**config.mk**
```make
export PLATFORM = sky130hd
export DESIGN_NAME = mem_issue_stage_flat
export DESIGN_NICKNAME = d
export VERILOG_FILES = /design/src/rtl/mem_issue_pkg.sv /design/src/rtl/mem_issue_stage_if.sv /design/src/rtl/inorder_track_fifo.sv /design/src/rtl/mem_issue_stage.sv /design/src/flat_wrapper.sv
export SDC_FILE = /design/constraint.sdc
export NUM_CORES = 1
export LEC_CHECK = 0
export CELL_PAD_IN_SITES_DETAIL_PLACEMENT = 0
export CELL_PAD_IN_SITES_GLOBAL_PLACEMENT = 1
export CORE_MARGIN = 2
export CORE_UTILIZATION = 36
export CTS_CLUSTER_SIZE = 10
export DETAILED_ROUTE_END_ITERATION = 10
export GPL_ROUTABILITY_DRIVEN = 0
export PLACE_DENSITY_LB_ADDON = 0.25
export SLEW_MARGIN = 20
export SYNTH_ARGS = -nofsm -noshare
export SYNTH_HDL_FRONTEND = slang
export SYNTH_SLANG_ARGS = --single-unit
```
**constraint.sdc**
```tcl
create_clock -name clk -period 3.7 [get_ports clk]
set_input_delay 0.74 -clock clk [delete_from_list [all_inputs] [get_ports clk]]
set_output_delay 0.74 -clock clk [all_outputs]
set_load 0.05 [all_outputs]
```
**src/rtl/mem_issue_pkg.sv**
```systemverilog
// Shared types and sizing helpers for the memory-issue stage and its tracking FIFO.
package mem_issue_pkg;

   localparam int unsigned ADDR_W    = 32;
   localparam int unsigned DATA_W    = 32;
   localparam int unsigned PAYLOAD_W = 64;
   localparam int unsigned STRB_W    = DATA_W / 8;
   // Outstanding/drain counters are wider than the FIFO: repeated flushes can stack in-flight requests.
   localparam int unsigned OUTST_W   = 8;

   localparam logic [2:0] UNCACHED_SEG = 3'b101;

   typedef struct packed {
      logic [PAYLOAD_W-1:0] payload;
      logic [DATA_W-1:0]    rdata;
      logic                 ex;
      logic                 need_resp;
      logic                 done;
   } entry_t;

   typedef struct packed {
      logic [PAYLOAD_W-1:0] payload;
      logic [DATA_W-1:0]    rdata;
      logic                 ex;
   } head_t;

   typedef struct packed {
      logic [PAYLOAD_W-1:0] payload;
      logic [ADDR_W-1:0]    paddr;
      logic [DATA_W-1:0]    wdata;
      logic [STRB_W-1:0]    wstrb;
      logic                 load;
      logic                 store;
      logic                 ex;
   } stage_t;

   function automatic int unsigned ptr_width(input int unsigned depth);
      return (depth > 1) ? $clog2(depth) : 1;
   endfunction

   function automatic int unsigned cnt_width(input int unsigned depth);
      return $clog2(depth + 1);
   endfunction

endpackage

```
**src/rtl/mem_issue_stage_if.sv**
```systemverilog
// Upstream, DCache and downstream signals of the memory-issue stage.
interface mem_issue_stage_if;
   import mem_issue_pkg::*;

   logic                 in_valid;
   logic                 in_allowin;
   logic [PAYLOAD_W-1:0] in_payload;
   logic                 in_load;
   logic                 in_store;
   logic                 in_ex;
   logic [ADDR_W-1:0]    in_paddr;
   logic [STRB_W-1:0]    in_wstrb;
   logic [DATA_W-1:0]    in_wdata;

   logic                 req_valid;
   logic                 req_op;
   logic [ADDR_W-1:0]    req_addr;
   logic [STRB_W-1:0]    req_wstrb;
   logic [DATA_W-1:0]    req_wdata;
   logic                 req_uncached;
   logic                 req_addr_ok;
   logic                 data_ok;
   logic [DATA_W-1:0]    data_rdata;

   logic                 out_valid;
   logic                 out_allowin;
   logic [PAYLOAD_W-1:0] out_payload;
   logic [DATA_W-1:0]    out_rdata;
   logic                 out_ex;

   modport slave (
      input  in_valid, in_payload, in_load, in_store, in_ex, in_paddr, in_wstrb, in_wdata,
      output in_allowin,
      output req_valid, req_op, req_addr, req_wstrb, req_wdata, req_uncached,
      input  req_addr_ok, data_ok, data_rdata,
      output out_valid, out_payload, out_rdata, out_ex,
      input  out_allowin
   );

   modport master (
      output in_valid, in_payload, in_load, in_store, in_ex, in_paddr, in_wstrb, in_wdata,
      input  in_allowin,
      input  req_valid, req_op, req_addr, req_wstrb, req_wdata, req_uncached,
      output req_addr_ok, data_ok, data_rdata,
      input  out_valid, out_payload, out_rdata, out_ex,
      output out_allowin
   );

endinterface

```
**src/rtl/inorder_track_fifo.sv**
```systemverilog
// Circular buffer of in-flight instructions; responses complete the oldest pending entry.
module inorder_track_fifo
   import mem_issue_pkg::*;
#(
   parameter int unsigned DEPTH = 2
) (
   input  logic              clk,
   input  logic              reset,
   input  logic              clear,
   input  logic              push,
   input  entry_t            push_entry,
   input  logic              pop,
   input  logic              mark,
   input  logic [DATA_W-1:0] mark_rdata,
   output head_t             head,
   output logic              head_done,
   output logic              full,
   output logic              empty
);

   localparam int unsigned PTR_W = ptr_width(DEPTH);
   localparam int unsigned CNT_W = cnt_width(DEPTH);
   localparam int unsigned SUM_W = PTR_W + 1;

   entry_t             mem [DEPTH];
   logic [PTR_W-1:0]   rd_ptr;
   logic [PTR_W-1:0]   wr_ptr;
   logic [CNT_W-1:0]   count;
   logic [DEPTH-1:0]   mark_sel;
   logic [SUM_W-1:0]   sum;
   logic               found;

   function automatic logic [PTR_W-1:0] next_ptr(input logic [PTR_W-1:0] p);
      return (p == PTR_W'(DEPTH - 1)) ? '0 : p + PTR_W'(1);
   endfunction

   assign empty     = (count == '0);
   assign full      = (count == CNT_W'(DEPTH));
   assign head_done = !empty && mem[rd_ptr].done;
   assign head      = '{payload: mem[rd_ptr].payload, rdata: mem[rd_ptr].rdata, ex: mem[rd_ptr].ex};

   // Walk from the head to find the oldest entry still waiting on a response.
   always_comb begin
      mark_sel = '0;
      found    = 1'b0;
      sum      = '0;
      for (int unsigned i = 0; i < DEPTH; i++) begin
         sum = SUM_W'(rd_ptr) + SUM_W'(i);
         if (sum >= SUM_W'(DEPTH)) sum = sum - SUM_W'(DEPTH);
         if (mark && !found && (CNT_W'(i) < count) &&
             !mem[sum[PTR_W-1:0]].done && mem[sum[PTR_W-1:0]].need_resp) begin
            mark_sel[sum[PTR_W-1:0]] = 1'b1;
            found                    = 1'b1;
         end
      end
   end

   always_ff @(posedge clk) begin
      if (reset || clear) begin
         rd_ptr <= '0;
         wr_ptr <= '0;
         count  <= '0;
      end else begin
         if (push) wr_ptr <= next_ptr(wr_ptr);
         if (pop)  rd_ptr <= next_ptr(rd_ptr);
         count <= count + CNT_W'(push) - CNT_W'(pop);
      end
   end

   always_ff @(posedge clk) begin
      for (int unsigned i = 0; i < DEPTH; i++) begin
         if (push && (wr_ptr == PTR_W'(i))) begin
            mem[i] <= push_entry;
         end else if (mark_sel[i]) begin
            mem[i].done  <= 1'b1;
            mem[i].rdata <= mark_rdata;
         end
      end
   end

endmodule

```
**src/rtl/mem_issue_stage.sv**
```systemverilog
// Non-blocking memory-issue stage: one staged instruction, split-handshake DCache issue,
// in-order tracking of up to OUT_DEPTH in-flight instructions, flush with response drain.
module mem_issue_stage
   import mem_issue_pkg::*;
#(
   parameter int unsigned OUT_DEPTH = 2
) (
   input  logic               clk,
   input  logic               reset,
   input  logic               flush,
   mem_issue_stage_if.slave   bus
);

   stage_t               stg;
   logic                 stg_valid;
   logic                 mem_op;
   logic                 full;
   logic                 fifo_empty;
   logic                 head_done;
   logic                 hs;
   logic                 push;
   logic                 pop;
   logic                 dresp;
   logic                 resp;
   head_t                head;
   entry_t               push_entry;
   logic [OUTST_W-1:0]   outstanding;
   logic [OUTST_W-1:0]   drain_cnt;

   assign mem_op = (stg.load | stg.store) & ~stg.ex;

   assign bus.req_valid    = stg_valid & mem_op & ~full & ~flush;
   assign bus.req_op       = stg.store;
   assign bus.req_addr     = stg.paddr;
   assign bus.req_wstrb    = stg.store ? stg.wstrb : '0;
   assign bus.req_wdata    = stg.wdata;
   assign bus.req_uncached = (stg.paddr[ADDR_W-1 -: 3] == UNCACHED_SEG);

   assign hs   = bus.req_valid & bus.req_addr_ok;
   // Non-memory or excepted instructions retire into the FIFO already complete.
   assign push = stg_valid & ~full & ~flush & (mem_op ? bus.req_addr_ok : 1'b1);
   assign bus.in_allowin = ~stg_valid | push;

   assign push_entry = '{payload: stg.payload, rdata: '0, ex: stg.ex,
                         need_resp: mem_op, done: ~mem_op};

   // Responses with nothing outstanding are protocol errors and are ignored.
   assign dresp = bus.data_ok & (outstanding != '0);
   assign resp  = dresp & (drain_cnt == '0) & ~flush;

   assign bus.out_valid   = ~fifo_empty & head_done;
   assign pop             = bus.out_valid & bus.out_allowin;
   assign bus.out_payload = bus.out_valid ? head.payload : '0;
   assign bus.out_rdata   = bus.out_valid ? head.rdata   : '0;
   assign bus.out_ex      = bus.out_valid & head.ex;

   always_ff @(posedge clk) begin
      if (reset) begin
         stg_valid <= 1'b0;
         stg       <= '0;
      end else if (flush) begin
         stg_valid <= 1'b0;
      end else if (bus.in_valid && bus.in_allowin) begin
         stg_valid <= 1'b1;
         stg       <= '{payload: bus.in_payload, paddr: bus.in_paddr, wdata: bus.in_wdata,
                        wstrb: bus.in_wstrb, load: bus.in_load, store: bus.in_store,
                        ex: bus.in_ex};
      end else if (push) begin
         stg_valid <= 1'b0;
      end
   end

   // Responses still owed to flushed requests are counted off before new ones are accepted.
   always_ff @(posedge clk) begin
      if (reset) begin
         outstanding <= '0;
         drain_cnt   <= '0;
      end else begin
         outstanding <= outstanding + OUTST_W'(hs) - OUTST_W'(dresp);
         if (flush)
            drain_cnt <= outstanding - OUTST_W'(dresp);
         else if (dresp && (drain_cnt != '0))
            drain_cnt <= drain_cnt - OUTST_W'(1);
      end
   end

   inorder_track_fifo #(.DEPTH(OUT_DEPTH)) u_track (
      .clk        (clk),
      .reset      (reset),
      .clear      (flush),
      .push       (push),
      .push_entry (push_entry),
      .pop        (pop),
      .mark       (resp),
      .mark_rdata (bus.data_rdata),
      .head       (head),
      .head_done  (head_done),
      .full       (full),
      .empty      (fifo_empty)
   );

endmodule

```
**src/flat_wrapper.sv**
```systemverilog
// flat-port wrapper written by rule: the top's interface ports become plain ports
module mem_issue_stage_flat import mem_issue_pkg::*;
#(
   parameter int unsigned OUT_DEPTH = 2
)
  (clk, reset, flush, bus_in_valid, bus_in_payload, bus_in_load, bus_in_store, bus_in_ex, bus_in_paddr, bus_in_wstrb, bus_in_wdata, bus_in_allowin, bus_req_valid, bus_req_op, bus_req_addr, bus_req_wstrb, bus_req_wdata, bus_req_uncached, bus_req_addr_ok, bus_data_ok, bus_data_rdata, bus_out_valid, bus_out_payload, bus_out_rdata, bus_out_ex, bus_out_allowin);
  mem_issue_stage_if bus_i ();
  input  logic clk;
  input  logic reset;
  input  logic flush;
  input wire logic [$bits(bus_i.in_valid)-1:0] bus_in_valid;
  input wire logic [$bits(bus_i.in_payload)-1:0] bus_in_payload;
  input wire logic [$bits(bus_i.in_load)-1:0] bus_in_load;
  input wire logic [$bits(bus_i.in_store)-1:0] bus_in_store;
  input wire logic [$bits(bus_i.in_ex)-1:0] bus_in_ex;
  input wire logic [$bits(bus_i.in_paddr)-1:0] bus_in_paddr;
  input wire logic [$bits(bus_i.in_wstrb)-1:0] bus_in_wstrb;
  input wire logic [$bits(bus_i.in_wdata)-1:0] bus_in_wdata;
  output wire logic [$bits(bus_i.in_allowin)-1:0] bus_in_allowin;
  output wire logic [$bits(bus_i.req_valid)-1:0] bus_req_valid;
  output wire logic [$bits(bus_i.req_op)-1:0] bus_req_op;
  output wire logic [$bits(bus_i.req_addr)-1:0] bus_req_addr;
  output wire logic [$bits(bus_i.req_wstrb)-1:0] bus_req_wstrb;
  output wire logic [$bits(bus_i.req_wdata)-1:0] bus_req_wdata;
  output wire logic [$bits(bus_i.req_uncached)-1:0] bus_req_uncached;
  input wire logic [$bits(bus_i.req_addr_ok)-1:0] bus_req_addr_ok;
  input wire logic [$bits(bus_i.data_ok)-1:0] bus_data_ok;
  input wire logic [$bits(bus_i.data_rdata)-1:0] bus_data_rdata;
  output wire logic [$bits(bus_i.out_valid)-1:0] bus_out_valid;
  output wire logic [$bits(bus_i.out_payload)-1:0] bus_out_payload;
  output wire logic [$bits(bus_i.out_rdata)-1:0] bus_out_rdata;
  output wire logic [$bits(bus_i.out_ex)-1:0] bus_out_ex;
  input wire logic [$bits(bus_i.out_allowin)-1:0] bus_out_allowin;
  assign bus_i.in_valid = bus_in_valid;
  assign bus_i.in_payload = bus_in_payload;
  assign bus_i.in_load = bus_in_load;
  assign bus_i.in_store = bus_in_store;
  assign bus_i.in_ex = bus_in_ex;
  assign bus_i.in_paddr = bus_in_paddr;
  assign bus_i.in_wstrb = bus_in_wstrb;
  assign bus_i.in_wdata = bus_in_wdata;
  assign bus_in_allowin = bus_i.in_allowin;
  assign bus_req_valid = bus_i.req_valid;
  assign bus_req_op = bus_i.req_op;
  assign bus_req_addr = bus_i.req_addr;
  assign bus_req_wstrb = bus_i.req_wstrb;
  assign bus_req_wdata = bus_i.req_wdata;
  assign bus_req_uncached = bus_i.req_uncached;
  assign bus_i.req_addr_ok = bus_req_addr_ok;
  assign bus_i.data_ok = bus_data_ok;
  assign bus_i.data_rdata = bus_data_rdata;
  assign bus_out_valid = bus_i.out_valid;
  assign bus_out_payload = bus_i.out_payload;
  assign bus_out_rdata = bus_i.out_rdata;
  assign bus_out_ex = bus_i.out_ex;
  assign bus_i.out_allowin = bus_out_allowin;
  mem_issue_stage #(.OUT_DEPTH(OUT_DEPTH)) u_core (.clk(clk), .reset(reset), .flush(flush), .bus(bus_i));
endmodule
```
==> run summary, run 1 <==
Worst hold endpoint = u_core.u_track.mem[0][54]$_DFFE_PP_
Seq/Total Area, Yosys = 0.587
Worst path required time = 2.96 ns
R2r worst-path depth = 13
Core area = 42,200 µm²
Setup TNS = 0 ns
TritonCTS clock tree = built
DR pass1 iterations = 5
CP arrival = 2.75 ns
Total wire length = 38,100 µm
Period utilization = 0.944
Layer with the highest usage = met2
Status = completed
Reg2reg start = u_core.bus.req_op$_SDFFE_PP0P_
Initial antenna violation count = 4
Crit-path slowest cell = clkdlybuf4s50_1
Post-CTS Resized = 0
Post-route DRC = 0
Critical Path Sink Type = output port
Clk_skew = 0.0102 ns
CTS Root Cell = clkbuf_16
Synthesized area = 15,500 µm²
Number of global-route vias before repair = 10,700
Iteration-0 DRC count of the detailed router = 486
Yosys warnings = 0
Die W = 211 µm
IO buf count = 343
Syn Area/Cell = 11.3 µm²
Commonest non-fill, non-tap cell in the layout = nand2_1
H-tree depth = 2
Maximum number of pins on one net before global-route repair = 110
R2R Path End = u_core.outstanding[6]$_SDFF_PP0_
CP Max Fanout = 25
GRT Util Overall = 0.168
Met1 Use GR = 0.202
Vias per Instance = 4.73
Crit Path Class = register to output port
First-pass GRT wire length = 58,200 µm
Largest stage delay on the critical path = 0.92 ns
Power, Total = 9.88 mW
Most frequent cells in the layout = nand2_1 (281), clkdlybuf4s50_1 (255), mux2i_1 (232)
Area grow syn2layout = 30.0%
Fin. Hold Viols = 0
Overflow after GRT = 0
Cells after Synth = 1,365
Register bit total from synthesis = 355
RSZ-0062 raised after global routing = false
Post-CTS Setup Bufs = 0
# IOs = 344
Top FF cell, synth = edfxtp_1
Die height = 211 µm
Ys async rst share = 0
Fin. max-slew vios = 0
Met3 Use GR = 0.0648
Crit path cell chain = buf_4, mux2i_1, nor2_1, clkdlybuf4s50_1
Routed via count = 10,500
Hold path cells = 0
Slew headroom = 0.467
FF-to-FF setup slack = 0.79 ns
Net Count, Synth = 1,563
Quantity of hold-fixing buffers added after cts = 0
Met2 usage = 0.281
Wire length per cell = 17.3 µm
Total of max-cap violations = 0
Slew @ Worst Pin = 0.800 ns
Skew-Pair Late Insertion Delay = 0.56 ns
Max Root-Sink Buffers = 3
Cell Rows = 75
Synth unique cells = 57
DP Wirelength = 24,900 µm
CP Launch Type = register
Final #Nets = 1,832
Pwr dens = 491 nW/µm²
Sinks on Clock Net = 355
Max VDD drop = 0.000253 V
Clock Pin Slew Worst Setup and Hold Paths = 0.06 ns
Final number of setup-violating endpoints = 0
EDFF count, synth = 197
Fin crit period = 3.49 ns
Initial Util = 0.367
Max frequency = 286 MHz
Fraction of layout cells with a size suffix above 1 = 0.107
Antenna viol nets, final = 0
TritonCTS buffer count = 43
Static leakage = 7.37 nW
Worst Hold Class = register to register
Die footprint = 44,700 µm²
Min-delay src = u_core.push_entry[54]$_SDFFE_PP0P_
-- cells by family (layout without fill, tap and decap cells) --
logic type | Yosys count | after routing | synth area share
other cells | 0 | 3 | 0
xor+xnor | 10 | 10 | 0.00566
flops | 355 | 355 | 0.587
mux | 234 | 234 | 0.151
compound gates | 55 | 55 | 0.0296
fa+ha+maj | 24 | 24 | 0.0199
buf+inv | 170 | 473 | 0.0584
simple gates | 517 | 517 | 0.148
-- per-stage QoR --
step | hold WS [ns] | setup slack, ns | area, µm² | util | cells
global route | 0.457 | 0.0291 | 20100 | 0.476 | 2209
CTS | 0.443 | 0.131 | 20100 | 0.476 | 2207
floorplan | 0.425 | 0.579 | 15500 | - | 1365
finish | 0.444 | 0.209 | 20100 | 0.476 | 2210
detailed placement | 0.438 | 0.460 | 18800 | 0.446 | 2128
global placement | 0.430 | 0.511 | 18800 | 0.446 | 2128
-- power by group --
part / switching [mW] / internal (mW) / leakage, nW / total [mW]
Combinational: 0.875 / 0.715 / 3.61 / 1.59
Sequential: 0.125 / 4.32 / 3.15 / 4.45
Clock: 1.58 / 2.26 / 0.611 / 3.84
Total: 2.58 / 7.30 / 7.37 / 9.88
-- state kept, by name, summed over array words and instances, names as in the netlist, named ones only --
register / cells
u_core.outstanding: 8
u_core.bus.req_op: 1
u_core.bus.req_wdata: 32
u_core.stg: 5
u_core.u_track.rd_ptr: 1
u_core.push_entry: 65
u_core.stg_valid: 1
u_core.u_track.wr_ptr: 1
u_core.u_track.count: 2
u_core.drain_cnt: 8
u_core.u_track.mem: 198
u_core.bus.req_addr: 32
-- cell type report --
class	instances	area (µm²)
Fill cell	3928	22100
Sequential cell	355	9080
Multi-Input combinational cell	840	5520
Timing Repair Buffer	366	3450
Clock buffer	73	1230
Tap cell	539	674
Inverter	28	113
Clock inverter	6	47.5
Antenna cell	3	7.51
-- cell usage after synthesis, types with 9 or more instances --
cell type | instances | area share
nand2_1 | 282 | 0.068
mux2i_1 | 232 | 0.15
edfxtp_1 | 197 | 0.38
dfxtp_1 | 158 | 0.20
nor2_1 | 104 | 0.025
and2_1 | 69 | 0.028
buf_4 | 65 | 0.032
clkbuf_1 | 53 | 0.013
inv_1 | 27 | 0.0065
ha_1 | 23 | 0.019
buf_2 | 15 | 0.0049
a21oi_1 | 9 | 0.0029
nor3_1 | 9 | 0.0029
xnor2_1 | 9 | 0.0051
-- worst max-delay path, delay by kind of cell, from the launching register on --
family | cells | cell delay [ns]
flip-flops | 1 | 0.52
buffers and inverters | 2 | 1.40
AND/OR/NAND/NOR | 1 | 0.12
multiplexers | 1 | 0.14
-- layer usage --
metal	part of all wire	routed length (µm)
met1	0.43	16300
met2	0.47	18100
met3	0.085	3230
met4	0.014	551
met5	0.00029	11
-- worst max-delay path by stage --
stage | cells past startpoint | slack, ns | endpoint
finish | 4 | 0.21 | bus_out_payload[62]
global route | 4 | 0.03 | bus_out_payload[62]
CTS | 4 | 0.13 | bus_out_payload[62]
detailed placement | 13 | 0.46 | u_core.outstanding[6]$_SDFF_PP0_
global placement | 13 | 0.51 | u_core.outstanding[6]$_SDFF_PP0_
floorplan | 12 | 0.58 | u_core.outstanding[6]$_SDFF_PP0_
(Power assumes the default switching activity.)
==> run 2: changes to the inputs <==
CAP_MARGIN = 30   (was default)
==> results of run 2 <==
The final DEF is identical to that of run 1; final timing and power are the same.
